### config.mk
export PLATFORM = sky130hd
export DESIGN_NAME = fdiv
export DESIGN_NICKNAME = d
export VERILOG_FILES = /design/src/rtl/fdiv.sv
export SDC_FILE = /design/constraint.sdc
export NUM_CORES = 1
export LEC_CHECK = 0
export CORE_AREA = 2 2 126 128
export DETAILED_ROUTE_END_ITERATION = 10
export DIE_AREA = 0 0 128 130
export PLACE_DENSITY = 0.53
export SLEW_MARGIN = 20
export SYNTH_ARGS = -nofsm -noshare
export SYNTH_HDL_FRONTEND = slang
export SYNTH_SLANG_ARGS = --single-unit
### constraint.sdc
create_clock -name clk -period 4.65 [get_ports clk]
set_clock_uncertainty 0.1 [all_clocks]
set_input_delay 0.465 -clock clk [delete_from_list [all_inputs] [get_ports clk]]
set_output_delay 0.465 -clock clk [all_outputs]
set_load 0.1 [all_outputs]
### src/rtl/fdiv.sv
// fdiv: iterative radix-2 restoring divider for 17-bit FloPoCo floats, R = X / Y.
// Optional macro FDIV_EARLY_EXIT_EN: special-case operand pairs skip DIV/ROUND (latency 1).
module fdiv #(
  parameter int ID = 1
) (
  input  logic        clk,
  input  logic        rst,
  input  logic [16:0] X,
  input  logic [16:0] Y,
  input  logic        in_valid,
  output logic        in_ready,
  output logic [16:0] R,
  output logic        out_valid,
  input  logic        out_ready
);

  typedef enum logic [1:0] {IDLE, DIV, ROUND, DONE} state_t;

  localparam logic [1:0] EXC_ZERO = 2'b00;
  localparam logic [1:0] EXC_NORM = 2'b01;
  localparam logic [1:0] EXC_INF  = 2'b10;
  localparam logic [1:0] EXC_NAN  = 2'b11;

  // ID is an instance tag only.
  if (ID < 0) begin : g_id_tag
  end

  state_t      state_q, state_d;
  logic [3:0]  cnt_q, cnt_d;
  logic [8:0]  rem_q, rem_d;
  logic [10:0] quo_q, quo_d;
  logic [7:0]  sig_y_q, sig_y_d;
  logic [6:0]  ex_q, ex_d;
  logic [6:0]  ey_q, ey_d;
  logic        sign_q, sign_d;
  logic        spec_q, spec_d;
  logic [2:0]  spec_hdr_q, spec_hdr_d;
  logic [16:0] r_q, r_d;

  logic [1:0]  xe, ye;
  logic        in_spec;
  logic [1:0]  in_exc;
  logic [2:0]  in_hdr;

  assign xe = X[16:15];
  assign ye = Y[16:15];

  always_comb begin
    in_spec = 1'b1;
    in_exc  = EXC_NORM;
    if (xe == EXC_NAN || ye == EXC_NAN || (xe == EXC_INF && ye == EXC_INF) ||
        (xe == EXC_ZERO && ye == EXC_ZERO))
      in_exc = EXC_NAN;
    else if (xe == EXC_INF)
      in_exc = EXC_INF;
    else if (xe == EXC_NORM && ye == EXC_ZERO)
      in_exc = EXC_INF;
    else if (xe == EXC_ZERO)
      in_exc = EXC_ZERO;
    else if (ye == EXC_INF)
      in_exc = EXC_ZERO;
    else
      in_spec = 1'b0;
    // NaN is always reported with a positive sign
    in_hdr = {in_exc, (in_exc == EXC_NAN) ? 1'b0 : (X[14] ^ Y[14])};
  end

  logic        ge;
  logic [7:0]  rem_sub;
  logic [6:0]  frac_t;
  logic        guard, sticky, rnd_up;
  logic [7:0]  frac_r;
  logic [8:0]  e_base, e_fin;
  logic [16:0] calc_r;

  always_comb begin
    ge      = rem_q >= {1'b0, sig_y_q};
    rem_sub = ge ? 8'(rem_q - {1'b0, sig_y_q}) : rem_q[7:0];
    if (quo_q[10]) begin
      frac_t = quo_q[9:3];
      guard  = quo_q[2];
      sticky = (|quo_q[1:0]) || (rem_q != 9'd0);
      e_base = {2'b00, ex_q} - {2'b00, ey_q} + 9'd63;
    end else begin
      frac_t = quo_q[8:2];
      guard  = quo_q[1];
      sticky = quo_q[0] || (rem_q != 9'd0);
      e_base = {2'b00, ex_q} - {2'b00, ey_q} + 9'd62;
    end
    rnd_up = guard && (sticky || frac_t[0]);
    frac_r = {1'b0, frac_t} + {7'd0, rnd_up};
    // a rounding carry leaves frac_r[6:0] at zero and bumps the exponent
    e_fin  = e_base + {8'd0, frac_r[7]};
    if (e_fin[8])
      calc_r = {EXC_ZERO, sign_q, 14'd0};
    else if (e_fin[7])
      calc_r = {EXC_INF, sign_q, 14'd0};
    else
      calc_r = {EXC_NORM, sign_q, e_fin[6:0], frac_r[6:0]};
  end

  always_comb begin
    state_d    = state_q;
    cnt_d      = cnt_q;
    rem_d      = rem_q;
    quo_d      = quo_q;
    sig_y_d    = sig_y_q;
    ex_d       = ex_q;
    ey_d       = ey_q;
    sign_d     = sign_q;
    spec_d     = spec_q;
    spec_hdr_d = spec_hdr_q;
    r_d        = r_q;
    in_ready   = 1'b0;
    out_valid  = 1'b0;
    case (state_q)
      IDLE: begin
        in_ready = 1'b1;
        if (in_valid) begin
          cnt_d      = 4'd0;
          rem_d      = {2'b01, X[6:0]};
          quo_d      = 11'd0;
          sig_y_d    = {1'b1, Y[6:0]};
          ex_d       = X[13:7];
          ey_d       = Y[13:7];
          sign_d     = X[14] ^ Y[14];
          spec_d     = in_spec;
          spec_hdr_d = in_hdr;
`ifdef FDIV_EARLY_EXIT_EN
          if (in_spec) begin
            state_d = DONE;
            r_d     = {in_hdr, 14'd0};
          end else begin
            state_d = DIV;
          end
`else
          state_d = DIV;
`endif
        end
      end
      DIV: begin
        rem_d = {rem_sub, 1'b0};
        quo_d = {quo_q[9:0], ge};
        cnt_d = cnt_q + 4'd1;
        if (cnt_q == 4'd10)
          state_d = ROUND;
      end
      ROUND: begin
        r_d     = spec_q ? {spec_hdr_q, 14'd0} : calc_r;
        state_d = DONE;
      end
      DONE: begin
        out_valid = 1'b1;
        if (out_ready)
          state_d = IDLE;
      end
      default: state_d = IDLE;
    endcase
  end

  always_ff @(posedge clk or posedge rst) begin
    if (rst) begin
      state_q    <= IDLE;
      cnt_q      <= 4'd0;
      rem_q      <= 9'd0;
      quo_q      <= 11'd0;
      sig_y_q    <= 8'd0;
      ex_q       <= 7'd0;
      ey_q       <= 7'd0;
      sign_q     <= 1'b0;
      spec_q     <= 1'b0;
      spec_hdr_q <= 3'd0;
      r_q        <= 17'd0;
    end else begin
      state_q    <= state_d;
      cnt_q      <= cnt_d;
      rem_q      <= rem_d;
      quo_q      <= quo_d;
      sig_y_q    <= sig_y_d;
      ex_q       <= ex_d;
      ey_q       <= ey_d;
      sign_q     <= sign_d;
      spec_q     <= spec_d;
      spec_hdr_q <= spec_hdr_d;
      r_q        <= r_d;
    end
  end

  assign R = r_q;

endmodule

==> results.sh <==
export IMPL_worst_slew_pin_slew_ns=0.979
export IMPL_vias=3516
export IMPL_synthAdderAreaFrac_pct=8.38
export IMPL_fin_crit_sh_pct=82.0
export IMPL_synth_cell_types=66
export IMPL_drive_above_1_share_pct=12.0
export IMPL_first_iter_violations=122
export IMPL_core_area_mm2=0.0154
export IMPL_fin_crit_ns=3.81
export IMPL_endpoint_kind="flip-flop"
export IMPL_rsz0062_at_grt="false"
export IMPL_area_growth_syn_to_layout_pct=22.8
export IMPL_cts_max_level=3
export IMPL_required_ns=4.78
export IMPL_antenna_left=0
export IMPL_preCtsSetupSlack_ns=0.838
export IMPL_fp_dieH_um=130
export IMPL_synth_compound_area_share_pct=20.4
export IMPL_worstPathMaxFanout=14
export IMPL_critical_path_arrival_ns=3.94
export IMPL_ys_warn_count=0
export IMPL_hold_violations=0
export IMPL_gr_usage_all_layers_pct=13.9
export IMPL_initial_utilization_pct=29.2
export IMPL_synthArstFlopShare_pct=100
export IMPL_clk_path_buf_depth=2
export IMPL_fin_ws_ns=0.839
export IMPL_multi_input_area_mm2=0.00250
export IMPL_hpwlAfterDp_um=7880
export IMPL_critical_path_class="flip-flop to flip-flop"
export IMPL_grt_pass1_wl_um=18200
export IMPL_holdBufCountCts=0
export IMPL_drt_wl_total_um=10500
export IMPL_ys_ff_latch=70
export IMPL_synthXorXnorAreaFrac_pct=3.99
export IMPL_placementRows=46
export IMPL_tritoncts="done"
export IMPL_setup_tns_ns=0
export IMPL_gp_congestion=0.855
export IMPL_die_x_um=128
export IMPL_synth_mux_area_share_pct=8.88
export IMPL_cts_reportedPaths_clkPinSlew_ns=0.06
export IMPL_synth_flop_cell="dfrtp_1"
export IMPL_synth_top_area_share_pct=38.8
export IMPL_synth_cell_area_mm2=0.00451
export IMPL_post_cts_setup_buffers=0
export IMPL_synth_top_cells_by_area="dfrtp_1 39%, ha_1 7.5%, mux2_2 6.0%"
export IMPL_grt_pass1_vias=3730
export IMPL_yosysSeqAreaShare_pct=38.8
export IMPL_synth_simple_gate_area_share_pct=13.8
export IMPL_vias_per_cell=4.97
export IMPL_holdWs_ns=0.347
export IMPL_status="finished, final reports clean"
export IMPL_drc=0
export IMPL_synth_edff_count=0
export IMPL_port_buffers=56
export IMPL_fillers=1563
export IMPL_fmax_mhz=262
export IMPL_synth_cells=457
export IMPL_synth_net_count=524
export IMPL_clk_insertion_delay_late_ns=0.34
export IMPL_routedWlPerCell_um=14.8
export IMPL_register_area_mm2=0.00175
export IMPL_relSlewSlack_pct=34.5
export IMPL_layout_nets=577
export IMPL_dieArea_mm2=0.0166
export IMPL_antenna_found_initial=0
export IMPL_setup_viol=0
export IMPL_grt_max_degree=53
export IMPL_cts_sinks=70
export IMPL_root_buffer="clkbuf_16"
export IMPL_synth_top_cell_by_area="dfrtp_1"
export IMPL_startpoint_type="flip-flop"
export IMPL_hold_class="flip-flop to flip-flop"
export IMPL_ioPinCount=57
export IMPL_dr_pass1_iters=4
export IMPL_cts_buffers=9
export IMPL_slew_viol_final=0
export IMPL_avgSynthCellArea_um2=9.87
export IMPL_ctsResizeCount=0
export IMPL_overflow=0
export IMPL_antenna_diode_count=0
export IMPL_cap_violations=0
export IMPL_synth_top_family_by_area="compound AO/OA/AOI/OAI gates"
[critical path: stages (launching register included)]
cell and delay, ns:
dfrtp_1 0.37, inv_1 0.05, ha_1 0.18, inv_1 0.06, fa_1 0.40, xnor2_1 0.39, ha_1 0.22, nand2_1 0.06
o21ai_0 0.62, a211oi_1 0.23, a211oi_1 0.32, a2bb2oi_2 0.19, a31oi_2 0.05, buf_4 0.21, o32ai_1 0.26
[through the flow]
stage	instance area, um^2	std cells	util, %
floorplan	4510	457	-
global placement	5270	691	34.1
detailed placement	5270	691	34.1
CTS	5540	707	35.9
global route	5540	707	35.9
finish	5540	707	35.9
[placed cells by master (no fill, tap or decap), types with 3 or more instances in the layout]
| cell type | n |
|---|---|
| xor2_1 | 3 |
| nand3b_1 | 3 |
| o2111ai_1 | 3 |
| nor4_1 | 4 |
| mux2i_1 | 13 |
| nand3_1 | 14 |
| a21oi_1 | 19 |
| inv_1 | 46 |
| clkinv_2 | 4 |
| o22ai_1 | 5 |
| a211oi_1 | 5 |
| a22o_1 | 11 |
| clkdlybuf4s50_1 | 56 |
| clkbuf_16 | 9 |
| nor3b_1 | 10 |
| o32ai_1 | 4 |
| ha_1 | 27 |
| nand2_1 | 33 |
| buf_4 | 5 |
| nor3_1 | 4 |
| nor2b_1 | 13 |
| mux2_2 | 24 |
| o32ai_2 | 5 |
| nor2_1 | 13 |
| nand2b_1 | 4 |
| xnor2_1 | 15 |
| o21a_1 | 4 |
| o21ai_0 | 31 |
| dfrtp_1 | 70 |
| a21o_1 | 8 |
[sequential cells by signal, summed over array words and instances (netlist names)]
register	count
spec_hdr_q	3
sign_q	1
sig_y_q	8
ey_q	7
R	17
cnt_q	4
quo_q	11
state_q	2
rem_q	9
ex_q	7
spec_q	1
[cells by family after synthesis]
| group | count (synthesis) |
|---|---|
| xor+xnor | 19 |
| buf+inv | 66 |
| compound gates | 121 |
| fa+ha+maj | 29 |
| mux | 37 |
| flops | 70 |
| simple gates | 115 |
[routing by layer]
metal	vias up	part of all wire [%]	track usage, %
li1	1745	-	-
met1	1702	43	16.1
met2	58	52	24.9
met3	11	3.5	3.53
met4	0	1.3	4.85
met5	-	0	0
[worst paths after layout]
kind | start | to | slack [ns] | depth (start not counted)
setup / recovery | ex_q[0] | R[10] | 0.84 | 14
hold / removal | sig_y_q[7] | sig_y_q[7] | 0.35 | 2
setup reg to reg | ex_q[0] | R[10] | 0.84 | 14
hold reg to reg | sig_y_q[7] | sig_y_q[7] | 0.35 | 2
max in group asynchronous | rst | ex_q[2] | 3.13 | 3
min in group asynchronous | rst | state_q[1] | 0.52 | 2
[cell type report]
type	count	area share, %
Clock buffer	12	4.45
Clock inverter	4	0.407
Inverter	47	3.21
Multi-Input combinational cell	321	45.2
Sequential cell	70	31.6
Tap cell	192	4.34
Timing Repair Buffer	61	10.8
[cell usage after synthesis (2+ instances only)]
cell type,number
nand4_1,2
buf_2,2
a221o_1,2
nor2b_1,13
nor4_1,4
o22ai_1,5
a31oi_1,2
o21a_1,4
nor2_1,13
xor2_1,3
a21oi_1,19
and3_1,2
nor3_1,4
o32ai_1,4
a21o_1,8
nor3b_1,10
fa_1,2
mux2i_1,13
a21boi_0,2
buf_1,3
nand3_1,14
a31o_2,2
o32ai_2,5
nand2_1,33
or3_1,2
ha_1,27
nand2b_1,4
a31oi_2,2
dfrtp_1,70
nand3b_1,3
o2111ai_1,3
clkbuf_1,13
a22o_1,11
inv_1,47
xnor2_1,15
o21ai_0,31
and2_1,2
mux2_2,24
a211oi_1,5
Power is left out: the tool's default activity adds up to more than one toggle a clock period on the data nets, which glitch-free logic cannot reach.
